`config.mk`:
```
export PLATFORM = sky130hd
export DESIGN_NAME = uart_tx_arbiter
export DESIGN_NICKNAME = d
export VERILOG_FILES = /design/src/rtl/uart_tx_arbiter.sv
export SDC_FILE = /design/constraint.sdc
export NUM_CORES = 1
export LEC_CHECK = 0
export CAP_MARGIN = 10
export CORE_MARGIN = 2
export CORE_UTILIZATION = 30
export DETAILED_ROUTE_END_ITERATION = 16
export PLACE_DENSITY = 0.65
export SLEW_MARGIN = 30
export SYNTH_ARGS = -nofsm -noshare
export SYNTH_HDL_FRONTEND = slang
export SYNTH_SLANG_ARGS = --single-unit
```
`constraint.sdc`:
```
create_clock -name clk -period 7.1 [get_ports clk]
set_input_delay 1.065 -clock clk [delete_from_list [all_inputs] [get_ports clk]]
set_output_delay 1.065 -clock clk [all_outputs]
set_load 0.1 [all_outputs]
```
`src/rtl/uart_tx_arbiter.sv`:
```
// uart_tx_arbiter
//   Round-robin arbiter and packet sequencer that shares one byte-level UART
//   transmitter among NUM_REQ requesters. A granted requester's PKT_LEN-byte
//   packet is latched, then sent byte 0 first through a start/busy/done
//   handshake with the TX core. Completion and per-byte timeout are reported
//   as single-cycle pulses.
//
//   Optional build macro UART_TX_ARB_CHKSUM_EN: when defined, an XOR checksum
//   of the packet bytes is sent as one extra trailing byte before pkt_done.
//
// Ports
//   clk, rst     : clock, synchronous active-high reset
//   req_valid    : per-requester packet-ready level
//   req_data     : packed packets, requester i at [i*8*PKT_LEN +: 8*PKT_LEN]
//   req_ack      : one-hot one-cycle pulse when a packet is latched
//   byte_start   : one-cycle start pulse to the TX core
//   byte_data    : byte to send, held until the next byte_start
//   byte_busy    : TX core busy
//   byte_done    : TX core byte-complete pulse
//   grant_id     : index of the current or last granted requester
//   busy         : high whenever the sequencer is not idle
//   pkt_done     : one-cycle pulse after the final byte completes
//   err_timeout  : one-cycle pulse when a byte times out and the packet drops
module uart_tx_arbiter #(
  parameter int unsigned NUM_REQ      = 4,
  parameter int unsigned PKT_LEN      = 8,
  parameter int unsigned BYTE_TIMEOUT = 200_000
) (
  input  logic                         clk,
  input  logic                         rst,
  input  logic [NUM_REQ-1:0]           req_valid,
  input  logic [NUM_REQ*8*PKT_LEN-1:0] req_data,
  output logic [NUM_REQ-1:0]           req_ack,
  output logic                         byte_start,
  output logic [7:0]                   byte_data,
  input  logic                         byte_busy,
  input  logic                         byte_done,
  output logic [$clog2(NUM_REQ)-1:0]   grant_id,
  output logic                         busy,
  output logic                         pkt_done,
  output logic                         err_timeout
);

  localparam int unsigned PW = $clog2(NUM_REQ);
  localparam int unsigned PB = 8 * PKT_LEN;
`ifdef UART_TX_ARB_CHKSUM_EN
  localparam int unsigned NBYTES = PKT_LEN + 1;
`else
  localparam int unsigned NBYTES = PKT_LEN;
`endif
  localparam int unsigned IW = $clog2(NBYTES + 1);
  localparam int unsigned CW = $clog2(BYTE_TIMEOUT + 2);

  localparam logic [IW-1:0] LAST_IDX = IW'(NBYTES - 1);
  localparam logic [CW-1:0] TO_LAST  = CW'(BYTE_TIMEOUT - 1);
  localparam logic [PW:0]   NR_W     = (PW+1)'(NUM_REQ);
  localparam logic [PW-1:0] PICK_MAX = PW'(NUM_REQ - 1);

  typedef enum logic [1:0] {S_IDLE, S_SEND, S_WAIT, S_DONE} state_e;

  state_e              state_q, state_d;
  logic [PW-1:0]       rr_q, rr_d;
  logic [IW-1:0]       idx_q, idx_d;
  logic [CW-1:0]       cnt_q, cnt_d;
  logic [PB-1:0]       buf_q, buf_d;
  logic [NUM_REQ-1:0]  req_ack_q, req_ack_d;
  logic                byte_start_q, byte_start_d;
  logic [7:0]          byte_data_q, byte_data_d;
  logic [PW-1:0]       grant_q, grant_d;
  logic                busy_q, busy_d;
  logic                pkt_done_q, pkt_done_d;
  logic                err_q, err_d;
`ifdef UART_TX_ARB_CHKSUM_EN
  logic [7:0]          chk_q, chk_d;
`endif

  // Arbitration / datapath helpers
  logic [2*NUM_REQ-1:0] dbl;
  logic [NUM_REQ-1:0]   rot;
  logic                 found;
  logic [PW-1:0]        off;
  logic [PW:0]          sum;
  logic [PW-1:0]        pick;
  logic [PB-1:0]        slice;
  logic [7:0]           slice_xor;
  logic [7:0]           byte_sel;
  logic [7:0]           cur_byte;
  logic                 timeout_hit;

  // Rotate requests so the RR pointer sits at bit 0; the first set bit is then
  // the winning offset, mapped back to an absolute index with a single wrap.
  always_comb begin
    dbl   = {req_valid, req_valid} >> rr_q;
    rot   = dbl[NUM_REQ-1:0];
    found = 1'b0;
    off   = '0;
    for (int unsigned o = 0; o < NUM_REQ; o++) begin
      if (!found && rot[o]) begin
        found = 1'b1;
        off   = PW'(o);
      end
    end
    sum  = {1'b0, rr_q} + {1'b0, off};
    pick = (sum >= NR_W) ? PW'(sum - NR_W) : PW'(sum);
  end

  always_comb begin
    slice = '0;
    for (int unsigned i = 0; i < NUM_REQ; i++) begin
      if (pick == PW'(i)) slice = req_data[i*PB +: PB];
    end
    slice_xor = '0;
    for (int unsigned k = 0; k < PKT_LEN; k++) begin
      slice_xor = slice_xor ^ slice[8*k +: 8];
    end
    byte_sel = '0;
    for (int unsigned k = 0; k < PKT_LEN; k++) begin
      if (idx_q == IW'(k)) byte_sel = buf_q[8*k +: 8];
    end
`ifdef UART_TX_ARB_CHKSUM_EN
    cur_byte = (idx_q == IW'(PKT_LEN)) ? chk_q : byte_sel;
`else
    cur_byte = byte_sel;
`endif
    // cnt_q holds (WAIT cycles elapsed - 1), so this fires on the
    // BYTE_TIMEOUT-th WAIT cycle.
    timeout_hit = (BYTE_TIMEOUT != 0) && (cnt_q == TO_LAST);
  end

  // State register (plus all datapath/output flops)
  always_ff @(posedge clk) begin
    if (rst) begin
      state_q      <= S_IDLE;
      rr_q         <= '0;
      idx_q        <= '0;
      cnt_q        <= '0;
      buf_q        <= '0;
      req_ack_q    <= '0;
      byte_start_q <= 1'b0;
      byte_data_q  <= '0;
      grant_q      <= '0;
      busy_q       <= 1'b0;
      pkt_done_q   <= 1'b0;
      err_q        <= 1'b0;
`ifdef UART_TX_ARB_CHKSUM_EN
      chk_q        <= '0;
`endif
    end else begin
      state_q      <= state_d;
      rr_q         <= rr_d;
      idx_q        <= idx_d;
      cnt_q        <= cnt_d;
      buf_q        <= buf_d;
      req_ack_q    <= req_ack_d;
      byte_start_q <= byte_start_d;
      byte_data_q  <= byte_data_d;
      grant_q      <= grant_d;
      busy_q       <= busy_d;
      pkt_done_q   <= pkt_done_d;
      err_q        <= err_d;
`ifdef UART_TX_ARB_CHKSUM_EN
      chk_q        <= chk_d;
`endif
    end
  end

  // Next-state logic
  always_comb begin
    state_d = state_q;
    unique case (state_q)
      S_IDLE: if (found) state_d = S_SEND;
      S_SEND: if (!byte_busy) state_d = S_WAIT;
      S_WAIT: begin
        if (byte_done)        state_d = (idx_q == LAST_IDX) ? S_DONE : S_SEND;
        else if (timeout_hit) state_d = S_IDLE;
      end
      S_DONE: state_d = S_IDLE;
      default: state_d = S_IDLE;
    endcase
  end

  // Output / datapath logic; every output is registered, so pulses appear in
  // the cycle after the decision (e.g. pkt_done is high while in DONE).
  always_comb begin
    rr_d         = rr_q;
    idx_d        = idx_q;
    cnt_d        = cnt_q;
    buf_d        = buf_q;
    grant_d      = grant_q;
    byte_data_d  = byte_data_q;
    req_ack_d    = '0;
    byte_start_d = 1'b0;
    pkt_done_d   = 1'b0;
    err_d        = 1'b0;
`ifdef UART_TX_ARB_CHKSUM_EN
    chk_d        = chk_q;
`endif
    unique case (state_q)
      S_IDLE: begin
        if (found) begin
          buf_d     = slice;
          req_ack_d = NUM_REQ'(1) << pick;
          grant_d   = pick;
          rr_d      = (pick == PICK_MAX) ? '0 : PW'(pick + 1'b1);
          idx_d     = '0;
`ifdef UART_TX_ARB_CHKSUM_EN
          chk_d     = slice_xor;
`endif
        end
      end
      S_SEND: begin
        if (!byte_busy) begin
          byte_start_d = 1'b1;
          byte_data_d  = cur_byte;
          cnt_d        = '0;
        end
      end
      S_WAIT: begin
        if (BYTE_TIMEOUT != 0) cnt_d = cnt_q + 1'b1;
        if (byte_done) begin
          if (idx_q == LAST_IDX) pkt_done_d = 1'b1;
          else                   idx_d      = idx_q + 1'b1;
        end else if (timeout_hit) begin
          err_d = 1'b1;
        end
      end
      default: ;
    endcase
    busy_d = (state_d != S_IDLE);
  end

  assign req_ack     = req_ack_q;
  assign byte_start  = byte_start_q;
  assign byte_data   = byte_data_q;
  assign grant_id    = grant_q;
  assign busy        = busy_q;
  assign pkt_done    = pkt_done_q;
  assign err_timeout = err_q;

`ifndef UART_TX_ARB_CHKSUM_EN
  logic unused_xor;
  assign unused_xor = ^slice_xor;
`endif

endmodule

```
==> flow_metrics.tcl <==
set metrics [dict create \
    synth-edff-count 0 \
    tns_ns 0 \
    grt_util_all_layers_pct 19.3 \
    globalplace.congestion 0.839 \
    cp.depth 16 \
    rsz0062_at_grt "no" \
    ios 282 \
    drtIter0Drc 481 \
    worstHoldStart "grant_id[0]" \
    yosys_register_bits 108 \
    drtPass1Iterations 5 \
    hold_viol_final 0 \
    fmax_ghz 0.198 \
    slew_headroom_pct 30.7 \
    core_area_um2 22600 \
    postRouteAntennaNets 0 \
    cp_num_buf_inv 3 \
    cts_buffers 9 \
    yosys.area_share.xor_xnor_pct 0.506 \
    cp_slowest_stage_delay_ns 0.60 \
    path_class "in -> reg" \
    powerDensity_nw_per_um2 400 \
    cts_tree "built" \
    synth_top_family_by_area "simple AND/OR/NAND/NOR gates" \
    cts_root_buf "clkbuf_16" \
    wl_um 24300 \
    required_ns 7.38 \
    async_flop_share_pct 0 \
    instances_no_fill 1388 \
    setup_viol 0 \
    end_kind "register" \
    vias_per_cell 5.42 \
    status "finished clean" \
    avgSynthCellArea_um2 7.78 \
    ys_warn_count 0 \
    htreeDepth 3 \
    start_util_pct 30.6 \
    cts_setup_buffers 0 \
    path_max_fanout 42 \
    ys.flop_type "dfxtp_1" \
    cp-startpoint "req_valid[3]" \
    fillers 2305 \
    holdWs_ns 0.457 \
    drc 0 \
    drv_slew 0 \
    rr_endpoint "buf_q[31]" \
    finalClockSkew_ns 0.00956 \
    grt_max_degree 94 \
    met2WireLength_um 11000 \
    row_count 55 \
    clockBufferDepth 2 \
    clk_pin_slew_ns 0.08 \
    muxShareOfSynthArea_pct 0.470 \
    nets 1372 \
    area_growth_pct 45.7 \
    top_layer "met4" \
    grt_antenna_before_repair 0 \
    cts_resized 0 \
    r2r_start "rr_q[0]" \
    synthAdderAreaFrac_pct 1.81 \
    overflow 0 \
    critPathSlowestCell "clkdlybuf4s50_1" \
    wl_per_cell_um 17.5 \
    worst_pin_slew_ns 1.04 \
    synth_compound_area_share_pct 29.1 \
    final_common_cell "clkdlybuf4s50_1" \
    dp_hpwl_um 17900 \
    antenna_cells 0 \
    dr_wl_met3_um 1960 \
    crit_chain "clkdlybuf4s50_1 -> inv_1 -> or3_1 -> a31o_2 -> nand3_1 -> ha_1 -> xnor2_1 -> or3_1 -> and2_1 -> ha_2 -> nor2b_4 -> buf_4 -> a221oi_1 -> nor3_1 -> a211oi_1 -> nor3_1" \
    period_needed_ns 5.06 \
    post-route-period-util_pct 71.3 \
    drv_cap 0 \
    cp-start-kind "primary input" \
    final_cell_mix "clkdlybuf4s50_1 (277), dfxtp_1 (108), nor2_1 (94), nor3_1 (91), a221oi_1 (72)" \
    dieWidth_um 156 \
    syn_area_um2 6920 \
    r2r_cells 15 \
    yosys.area_share.simple_pct 29.6 \
    met1_length_um 10900 \
    ys_seq_area_share_pct 31.2 \
    die_h_um 156 \
    vias 7517 \
    dp_cells 1372 \
    synth_nets 1163 \
    max-vdd-ir-drop_uv 385 \
    cp-endpoint "buf_q[31]" \
    die_area_um2 24300 \
    reg2reg_setup_slack_ns 2.91 \
    synthesis.instances 889 \
    worstSkewPairLatency_ns 0.36 \
    worst_hold_path_type "reg -> reg" \
    hold_buffers 0 \
    grt_pass1_wl_um 37700 \
    drive_gt1_share_pct 6.80 \
    total_leakage_power_nw 3.46 \
    grt_pass1_vias 6966 \
    cts_num_sinks 108 \
    synth.distinct_cells 60 \
    port_buffers 281 \
    cp_data_arrival_time_ns 5.34 \
    crit_family "simple AND/OR/NAND/NOR gates" \
]
[report_power, final]
| part | switching [mW] | internal, mW | leakage [nW] |
|---|---|---|---|
| clock network | 0.243 | 0.276 | 0.146 |
| logic | 1.50 | 1.06 | 2.42 |
| registers | 0.145 | 0.807 | 0.888 |
| total | 1.89 | 2.14 | 3.46 |
[synth_stat cells (10+ instances only)]
cell | n | area (um^2)
a211oi_1 | 58 | 435
a21oi_1 | 62 | 310
a221oi_1 | 72 | 631
buf_2 | 19 | 95.1
clkbuf_1 | 61 | 229
dfxtp_1 | 108 | 2160
ha_1 | 10 | 125
inv_1 | 22 | 82.6
nand2_1 | 40 | 150
nand3_1 | 17 | 85.1
nor2_1 | 94 | 353
nor2b_1 | 58 | 363
nor3_1 | 92 | 460
nor3_2 | 28 | 280
o21ai_0 | 11 | 55.1
o22ai_1 | 17 | 106
[cell type report]
type	count	area, um^2	share of cell area (%)
clock buffers	9	225	2.23
flip-flops and latches	108	2160	21.4
clock inverters	7	73.8	0.732
well taps	285	357	3.54
repair buffers	290	2880	28.5
multi-input cells	666	4300	42.7
inverters	23	86.3	0.857
[state kept, by name (all words and copies together), names as in the netlist]
register     flops
err_timeout      1
byte_start       1
req_ack          4
idx_q            4
rr_q             2
grant_id         2
byte_data        8
cnt_q           18
buf_q           64
state_q          2
pkt_done         1
busy             1
[stage by stage]
stage,power (mW),util [%],instance area [um^2],worst slack [ns]
4_1_cts,4.08,44.6,10100,2.09
3_3_place_gp,3.52,43.2,9790,1.78
5_1_grt,4.38,44.5,10100,1.79
2_1_floorplan,2.82,-,6920,3.00
6_report,4.03,44.5,10100,2.04
3_5_place_dp,3.54,43.2,9790,1.70
[worst min-delay path by stage]
stage | endpoint | slack, ns | cells after the start
after floorplan | cnt_q[17] | 0.43 | 1
after global placement | grant_id[0] | 0.45 | 2
after detailed placement | grant_id[0] | 0.45 | 2
after CTS | grant_id[0] | 0.46 | 2
after global routing | grant_id[0] | 0.49 | 2
final | grant_id[0] | 0.46 | 2
[worst reg2reg max path, cell delays in order (launching register included)]
cell and delay, ns:
dfxtp_1 0.50, nor2_1 0.09, a221oi_1 0.30, a31o_2 0.14, nand3_1 0.08, ha_1 0.20, xnor2_1 0.13, or3_1 0.49
and2_1 0.23, ha_2 0.21, nor2b_4 0.51, buf_4 0.50, a221oi_1 0.20, nor3_1 0.27, a211oi_1 0.09, nor3_1 0.19
[logic make-up (layout without fill, tap and decap cells)]
kind of cell,after synthesis,in the layout
and+or+nand+nor,370,370
AOI/OAI and AO/OA,279,279
buffers and inverters,115,329
DFF,108,108
adders and majority gates,10,10
xor gates and xnor gates,4,4
muxes,3,3
[per-layer routing]
layer	track usage (%)	up-vias
met3	4.97	23
li1	-	3771
met4	5.16	0
met5	0	-
met1	26.1	3458
met2	30.6	265
Power figures use the tool's default switching activity.
